**src/rtl/pt2262_word_encoder.sv**
```systemverilog
// PT2262-style frame generator: serialises a latched N_TRITS code word plus a
// sync bit onto dout, with all timing counted in alpha ticks from the divider.
module pt2262_word_encoder #(
  parameter int unsigned N_TRITS   = 12,
  parameter int unsigned MIN_WORDS = 4,
  parameter int unsigned SYNC_LEN  = 128
) (
  input  logic                 clk,
  input  logic                 rst,
  input  logic                 tick,
  input  logic                 te,
  input  logic [2*N_TRITS-1:0] code,
  output logic                 dout,
  output logic                 busy,
  output logic                 word_done
);

  localparam int unsigned CODE_W  = 2 * N_TRITS;
  localparam int unsigned TRIT_W  = (N_TRITS > 1) ? $clog2(N_TRITS) : 1;
  localparam int unsigned A_W     = 5;
  localparam int unsigned S_W     = $clog2(SYNC_LEN);
  localparam int unsigned WORDS_W = $clog2(MIN_WORDS + 1);

  localparam logic [A_W-1:0]     A_LAST      = A_W'(31);
  localparam logic [TRIT_W-1:0]  TRIT_LAST   = TRIT_W'(N_TRITS - 1);
  localparam logic [S_W-1:0]     S_LAST      = S_W'(SYNC_LEN - 1);
  localparam logic [WORDS_W:0]   MIN_WORDS_X = (WORDS_W + 1)'(MIN_WORDS);

  typedef enum logic [1:0] {
    ST_IDLE = 2'd0,
    ST_TRIT = 2'd1,
    ST_SYNC = 2'd2
  } state_e;

  state_e              state_q,     state_d;
  logic [TRIT_W-1:0]   trit_q,      trit_d;
  logic [A_W-1:0]      a_q,         a_d;
  logic [S_W-1:0]      s_q,         s_d;
  logic [WORDS_W-1:0]  words_q,     words_d;
  logic [CODE_W-1:0]   shadow_q,    shadow_d;
  logic                dout_q,      dout_d;
  logic                busy_q,      busy_d;
  logic                word_done_q, word_done_d;

  logic [WORDS_W:0]    words_inc;

  // Pick trit t out of the shadowed code word.
  function automatic logic [1:0] sel_trit(input logic [CODE_W-1:0] sh,
                                          input logic [TRIT_W-1:0] t);
    logic [1:0] sym;
    sym = 2'b00;
    for (int i = 0; i < int'(N_TRITS); i++) begin
      if (t == TRIT_W'(i)) begin
        sym = sh[2*i +: 2];
      end
    end
    return sym;
  endfunction

  // Output level for a given state/counter snapshot. Each trit is two 16-alpha
  // halves; a half starts with a 4-alpha pulse that '1' (first half) or
  // '1'/'F' (second half) stretch to 12 alpha. Reserved 10 falls out as 'F'.
  function automatic logic wave_bit(input state_e            st,
                                    input logic [TRIT_W-1:0] t,
                                    input logic [A_W-1:0]    a,
                                    input logic [S_W-1:0]    s,
                                    input logic [CODE_W-1:0] sh);
    logic [1:0] sym;
    logic       long_first;
    logic       long_second;
    logic       half_hi;
    logic       bit_out;
    sym         = sel_trit(sh, t);
    long_first  = (sym == 2'b11);
    long_second = (sym != 2'b00);
    bit_out     = 1'b0;
    case (st)
      ST_TRIT: begin
        half_hi = (a[3:0] < 4'd4) ||
                  ((a[4] ? long_second : long_first) && (a[3:0] < 4'd12));
        bit_out = half_hi;
      end
      ST_SYNC: bit_out = (s < S_W'(4));
      default: bit_out = 1'b0;
    endcase
    return bit_out;
  endfunction

  // State and counter registers; everything else is decided combinationally.
  always_ff @(posedge clk or negedge rst) begin
    if (!rst) begin
      state_q     <= ST_IDLE;
      trit_q      <= '0;
      a_q         <= '0;
      s_q         <= '0;
      words_q     <= '0;
      shadow_q    <= '0;
      dout_q      <= 1'b0;
      busy_q      <= 1'b0;
      word_done_q <= 1'b0;
    end else begin
      state_q     <= state_d;
      trit_q      <= trit_d;
      a_q         <= a_d;
      s_q         <= s_d;
      words_q     <= words_d;
      shadow_q    <= shadow_d;
      dout_q      <= dout_d;
      busy_q      <= busy_d;
      word_done_q <= word_done_d;
    end
  end

  assign words_inc = {1'b0, words_q} + (WORDS_W + 1)'(1);

  // Next-state: only tick edges advance; non-tick edges hold and clear word_done.
  always_comb begin
    state_d     = state_q;
    trit_d      = trit_q;
    a_d         = a_q;
    s_d         = s_q;
    words_d     = words_q;
    shadow_d    = shadow_q;
    word_done_d = 1'b0;

    if (tick) begin
      case (state_q)
        ST_IDLE: begin
          if (te) begin
            shadow_d = code;
            state_d  = ST_TRIT;
            trit_d   = '0;
            a_d      = '0;
            s_d      = '0;
            words_d  = '0;
          end
        end

        ST_TRIT: begin
          if (a_q == A_LAST) begin
            a_d = '0;
            if (trit_q == TRIT_LAST) begin
              state_d = ST_SYNC;
              trit_d  = '0;
              s_d     = '0;
            end else begin
              trit_d = trit_q + TRIT_W'(1);
            end
          end else begin
            a_d = a_q + A_W'(1);
          end
        end

        ST_SYNC: begin
          if (s_q == S_LAST) begin
            word_done_d = 1'b1;
            s_d         = '0;
            if (words_inc <= MIN_WORDS_X) begin
              words_d = words_inc[WORDS_W-1:0];
            end
            // Old count + 1 is the number of words finished with this edge.
            if (te || (words_inc < MIN_WORDS_X)) begin
              shadow_d = code;
              state_d  = ST_TRIT;
              trit_d   = '0;
              a_d      = '0;
            end else begin
              state_d = ST_IDLE;
            end
          end else begin
            s_d = s_q + S_W'(1);
          end
        end

        default: begin
          state_d = ST_IDLE;
          trit_d  = '0;
          a_d     = '0;
          s_d     = '0;
        end
      endcase
    end

    busy_d = (state_d != ST_IDLE);
    dout_d = wave_bit(state_d, trit_d, a_d, s_d, shadow_d);
  end

  assign dout      = dout_q;
  assign busy      = busy_q;
  assign word_done = word_done_q;

endmodule

```
**config.mk**
```make
export PLATFORM = sky130hd
export DESIGN_NAME = pt2262_word_encoder
export DESIGN_NICKNAME = d
export VERILOG_FILES = /design/src/rtl/pt2262_word_encoder.sv
export SDC_FILE = /design/constraint.sdc
export NUM_CORES = 1
export LEC_CHECK = 0
export CORE_MARGIN = 4
export CORE_UTILIZATION = 43
export CTS_BUF_LIST = sky130_fd_sc_hd__clkbuf_8
export DETAILED_ROUTE_END_ITERATION = 10
export RECOVER_POWER = 100
export SYNTH_ARGS = -nofsm -noshare
export SYNTH_HDL_FRONTEND = slang
export SYNTH_SLANG_ARGS = --single-unit
```
**constraint.sdc**
```tcl
create_clock -name clk -period 3.6 [get_ports clk]
set_input_delay 0.36 -clock clk [delete_from_list [all_inputs] [get_ports clk]]
set_output_delay 0.36 -clock clk [all_outputs]
set_load 0.01 [all_outputs]
```
* Yosys cells after proc, flatten, opt, wreduce, memory -nomap -nowiden *
Cells that the tools add are included.

storage, ports and cells
  register bits after elaboration = 48
  input port bits = 28
  output and inout port bits = 3
  word-level logic and storage cells = 101

cells by class
  add/sub/neg operators = 4
  $lt $le $gt $ge = 5
  equality and inequality tests = 22
  muxes and demuxes = 52
  reductions and logical operators = 9

operator list
  operator                                                               count
  24-bit 2-to-1 mux                                                      4
  24-bit one-hot mux with 2 select lines                                 1
  7-bit 2-to-1 mux                                                       5
  2-bit 2-to-1 mux                                                       17
  5-bit 2-to-1 mux                                                       5
  4-bit 2-to-1 mux                                                       6
  7-bit one-hot mux with 3 select lines                                  1
  4-bit == test (second input constant)                                  5
  4-bit by 3-bit == test with 1-bit output (second input constant)       4
  5-bit one-hot mux with 3 select lines                                  1
  4-bit one-hot mux with 3 select lines                                  1
  3-bit 2-to-1 mux                                                       3
  4-bit by 2-bit == test with 1-bit output (second input constant)       2
  4-bit by 3-bit < comparator with 1-bit output (second input constant)  2
  7-bit by 1-bit adder with 7-bit output (second input constant)         1
  7-bit == test (second input constant)                                  1
  7-bit by 3-bit < comparator with 1-bit output (second input constant)  1
  2-bit == test (second input constant)                                  3
  2-bit inequality test (second input constant)                          3
  2-bit one-hot mux with 3 select lines                                  1
  3-bit one-hot mux with 2 select lines                                  1
  2-bit nonzero test                                                     3
  5-bit by 1-bit adder with 5-bit output (second input constant)         1
  5-bit == test (second input constant)                                  1
  13 further kinds                                                       19

* Depth between registers and ports, before layout *
  depth after elaboration = 25
  gate-level depth with buffers = 14
  depth with buffers taken out = 14

* Worst setup path before layout *
No wires, ideal clock.

  kind = flip-flop to flip-flop
  start = register a_q[0]
  end = register dout_q (netlist: dout)
  setup time = 87 ps
  arrival = 2768 ps
  required time = 3513 ps
  slack = 745 ps
  stages on the path, launching flop included = 14
  path buffers = 0
  period minus slack after synthesis = 2855 ps
  cell sequence = dfrtp_1 ha_1 and3_1 ha_1 and4b_1 a22o_1 a21oi_2 inv_2 and4_1 a311o_1 a31o_1 a32oi_1 o21ai_1 o211ai_1

on the way
  word-level cells in the longest chain between the ends = 22
  elaborated cells on any way between the ends = 52
  classes of those cells = add/sub (1); order compare (3); eq/ne (15); mux (29); reduce/logical (4)

ends and longest elaborated chain
  what                                                        RTL line  source
  start, declared                                             37        logic [A_W-1:0] a_q, a_d;
  start signal, assigned                                      94        a_q <= '0;
  start signal, assigned                                      104       a_q <= a_d;
  5-bit == test *                                             140       if (a_q == A_LAST) begin
  4-bit 2-to-1 mux *                                          140
  4-bit one-hot mux with 3 select lines *                     127       case (state_q)
  4-bit 2-to-1 mux *                                          126       if (tick) begin
  named net trit_d[2]                                         36        logic [TRIT_W-1:0] trit_q, trit_d;
  4-bit zero test                                             53        if (t == TRIT_W'(i)) begin
  2-bit 2-to-1 mux (11 in series)                             53
  2-bit 2-to-1 mux *                                          53
  2-bit == test / 2-bit nonzero test (equally long branches)  74, 75
  1-bit 2-to-1 mux *                                          80        ((a[4] ? long_second : long_first) && (a[3:0] < 4'd12));
  1-bit logical AND *                                         80
  1-bit logical OR *                                          79        half_hi = (a[3:0] < 4'd4) ||
  1-bit one-hot mux with 2 select lines *                     77        case (st)
  named net dout_d                                            41        logic dout_q, dout_d;
  end signal, assigned                                        108       dout_q <= dout_d;
  end, declared                                               41

Mark *: on every way through the listed nets, which the timed path passes. The rest lies on a longest branch.
A chain may end at the register's enable or synchronous reset.

* Final worst setup path *
Ends and elaborated chain as after synthesis.

==> flow_metrics.env <==
export IMPL_ys_types=50
export IMPL_track_usage_pct=16.3
export IMPL_worstSetupEndpointType="flop"
export IMPL_critical_path_max_stage_delay_ns=0.41
export IMPL_ant_nets=0
export IMPL_diodes=0
export IMPL_finish_net_count=348
export IMPL_reg2reg_from="a_q[0]"
export IMPL_synth_top_flop_cell="dfrtp_1"
export IMPL_wl_per_cell_um=14.8
export IMPL_grt_start_max_net_pins=49
export IMPL_cap_violations=1
export IMPL_ios=31
export IMPL_clock_path_buffers=2
export IMPL_finalHoldViolCount=0
export IMPL_synth_top_cells_by_area="dfrtp_1 (44%), mux2_2 (7.1%), ha_1 (3.7%), o21ai_0 (3.7%), nand2_1 (3.3%)"
export IMPL_cts_sinks=48
export IMPL_p_leak_nw=1.38
export IMPL_r2r_end="dout"
export IMPL_finalMaxSlewViolations=49
export IMPL_ys_seq_elements=48
export IMPL_vias=2132
export IMPL_cts_tree="done"
export IMPL_arrival_ns=3.34
export IMPL_crit_path_top_delay_cell="dfrtp_1"
export IMPL_drive_gt1_share_pct=7.05
export IMPL_dieArea_um2=7630
export IMPL_syn_inst=277
export IMPL_yosysTopAreaCell="dfrtp_1"
export IMPL_pwr_share_clk_pct=21.1
export IMPL_antenna_found_initial=0
export IMPL_synth_net_count=313
export IMPL_violations="capacitance limit, slew limit"
export IMPL_clkLatencyLatePin_ns=0.30
export IMPL_grt_pass1_wl_mm=9.83
export IMPL_netSwitchingFraction_pct=30.1
export IMPL_yosys_top_cells_count="dfrtp_1 (48), nand2_1 (24), o21ai_0 (20)"
export IMPL_fill_cells=572
export IMPL_setup_viol=0
export IMPL_drt_iter0_drc=229
export IMPL_drc_errors=0
export IMPL_post_dp_hpwl_mm=4.29
export IMPL_post_cts_resized=0
export IMPL_hp_class="flop to flop"
export IMPL_cp_max_fo=9
export IMPL_wirelength_mm=5.73
export IMPL_gp_congestion=0.769
export IMPL_design_core_area_um2=6030
export IMPL_cts_setup_buffers=0
export IMPL_reg2reg_slack_ns=0.43
export IMPL_dr_pass1_iters=5
export IMPL_clkTransAtPathRegs_ns=0.09
export IMPL_fin_crit_sh_pct=87.9
export IMPL_initial_core_util_pct=44.9
export IMPL_max_freq_mhz=316
export IMPL_p_sw_uw=467
export IMPL_postSynthAreaPerCell_um2=9.77
export IMPL_core_rowCount=28
export IMPL_cpMostUsedCell="ha_1"
export IMPL_fin_tns_setup_ns=0
export IMPL_worstSetupPathType="flop to flop"
export IMPL_grt_pass1_vias=2004
export IMPL_die_h_um=87.4
export IMPL_synth_area_um2=2710
export IMPL_power_frac_seq_pct=49.4
export IMPL_p_int_mw=1.08
export IMPL_cts_buffers=5
export IMPL_required_ns=3.77
export IMPL_start_kind="flop"
export IMPL_final_util_pct=52.4
export IMPL_viasPerCell=5.51
export IMPL_grt_ovfl_total=0
export IMPL_min_period_ns=3.17
export IMPL_tightest_slew_ns=2.48
export IMPL_die_w_um=87.4
export IMPL_max_slew_margin_pct=-65.1
export IMPL_synth_top_area_share_pct=44.4
export IMPL_crit_path_start="a_q[0]"
export IMPL_p_comb_share_pct=29.5
export IMPL_r2r_cells=14
export IMPL_seq_area_frac_synth_pct=44.4
export IMPL_peakVddDrop_mv=0.270
export IMPL_postCtsHoldBufs=0
export IMPL_async_flop_share_pct=100
export IMPL_clock_root_buffer="clkbuf_8"
export IMPL_status="complete, but fails checks"
export IMPL_yosysWarnings=0
export IMPL_syn_to_final_growth_pct=16.7
export IMPL_path_cells="ha_1, and3_1, ha_1, and4b_1, nor2b_1, o32ai_1, or2_1, clkinv_1, nor4_1, a311o_1, a31o_1, a32oi_1, o31ai_1, o211ai_1"
export IMPL_crit_end="dout"
export IMPL_htreeDepth=2
export IMPL_finClkSkew_ns=0.00854
export IMPL_yosys_cell_count_top_type="dfrtp_1"
export IMPL_p_per_area_nw_per_um2=491
export IMPL_numPortBuffers=30
export IMPL_rsz0062_at_grt="false"
export IMPL_synth_edff_count=0
power by group through the flow:
stage                     Sequential [mW]  Clock (mW)  Combinational, mW
after CTS                           0.771       0.342              0.485
final                               0.767       0.327              0.457
after floorplan                     0.762           0              0.347
after global routing                0.785       0.361              0.524
after global placement              0.777           0              0.479
after detailed placement            0.782           0              0.483
final cells by class:
cell class / instances / area [um2] / area share (%)
Multi-Input combinational cell: 203 / 1360 / 43.0
Sequential cell: 48 / 1200 / 38.0
Timing Repair Buffer: 36 / 345 / 10.9
Tap cell: 75 / 93.8 / 2.97
Clock buffer: 6 / 82.6 / 2.61
Inverter: 18 / 67.6 / 2.14
Clock inverter: 1 / 8.76 / 0.277
flip-flops by register name (all words and copies together) (netlist names):
name / flops
shadow_q: 24
s_q: 7
a_q: 5
trit_q: 4
words_q: 3
state_q: 2
busy: 1
dout: 1
word_done: 1
metrics by stage:
step	instance area [um2]	power [mW]	instances	setup slack (ns)	hold slack [ns]
after global routing	3160	1.67	387	0.0865	0.515
after floorplan	2710	1.11	277	0.745	0.0644
after detailed placement	3100	1.26	380	0.395	0.466
final	3160	1.55	387	0.435	0.490
after CTS	3190	1.60	387	0.436	0.165
after global placement	3100	1.26	380	0.438	0.457
worst min path at each step:
stage            startpoint           end  slack [ns]  depth (start not counted)
2_1_floorplan           rst        a_q[0]        0.06                          0
5_1_grt        shadow_q[15]  shadow_q[15]        0.51                          1
4_1_cts                 rst   shadow_q[4]        0.16                          2
3_3_place_gp   shadow_q[10]  shadow_q[10]        0.46                          2
6_report       shadow_q[10]  shadow_q[10]        0.49                          2
3_5_place_dp   shadow_q[16]  shadow_q[16]        0.47                          2
layout by cell type, fill, tap and decap left out, drive strengths merged, types with 4 or more instances in the layout:
cell type	count
dfrtp	48
clkdlybuf4s50	26
nand2	24
o21ai	21
mux2	20
nor2	17
inv	17
a21oi	15
nand2b	9
nor3	9
nand3	8
mux2i	8
ha	8
clkbuf	8
and3	7
nor2b	5
and2	5
buf	5
a21o	4
o31ai	4
nor4	4
o211ai	4
routing by layer:
| layer | vias to the layer above | track usage (%) | routed length, um |
|---|---|---|---|
| li1 | 1063 | - | - |
| met1 | 1023 | 23.8 | 2830 |
| met2 | 42 | 24.2 | 2570 |
| met3 | 4 | 3.60 | 275 |
| met4 | 0 | 4.60 | 49 |
| met5 | - | 0 | 0 |
critical path, delay by kind of cell (launching register included):
family / cells / cell delay (ns)
compound gates: 6 / 0.88
fa+ha+maj: 2 / 0.47
buf+inv: 1 / 0.22
simple gates: 5 / 1.07
flops: 1 / 0.41
cells by family (layout without fill, tap and decap cells):
family	after synthesis	count (layout)	synth area share, %
flops	48	48	44.4
simple gates	99	99	19.5
compound gates	68	68	16.6
buf+inv	26	61	4.62
fa+ha+maj	8	8	3.70
mux	28	28	11.3
No activity file was read; power rests on OpenSTA's default activity.
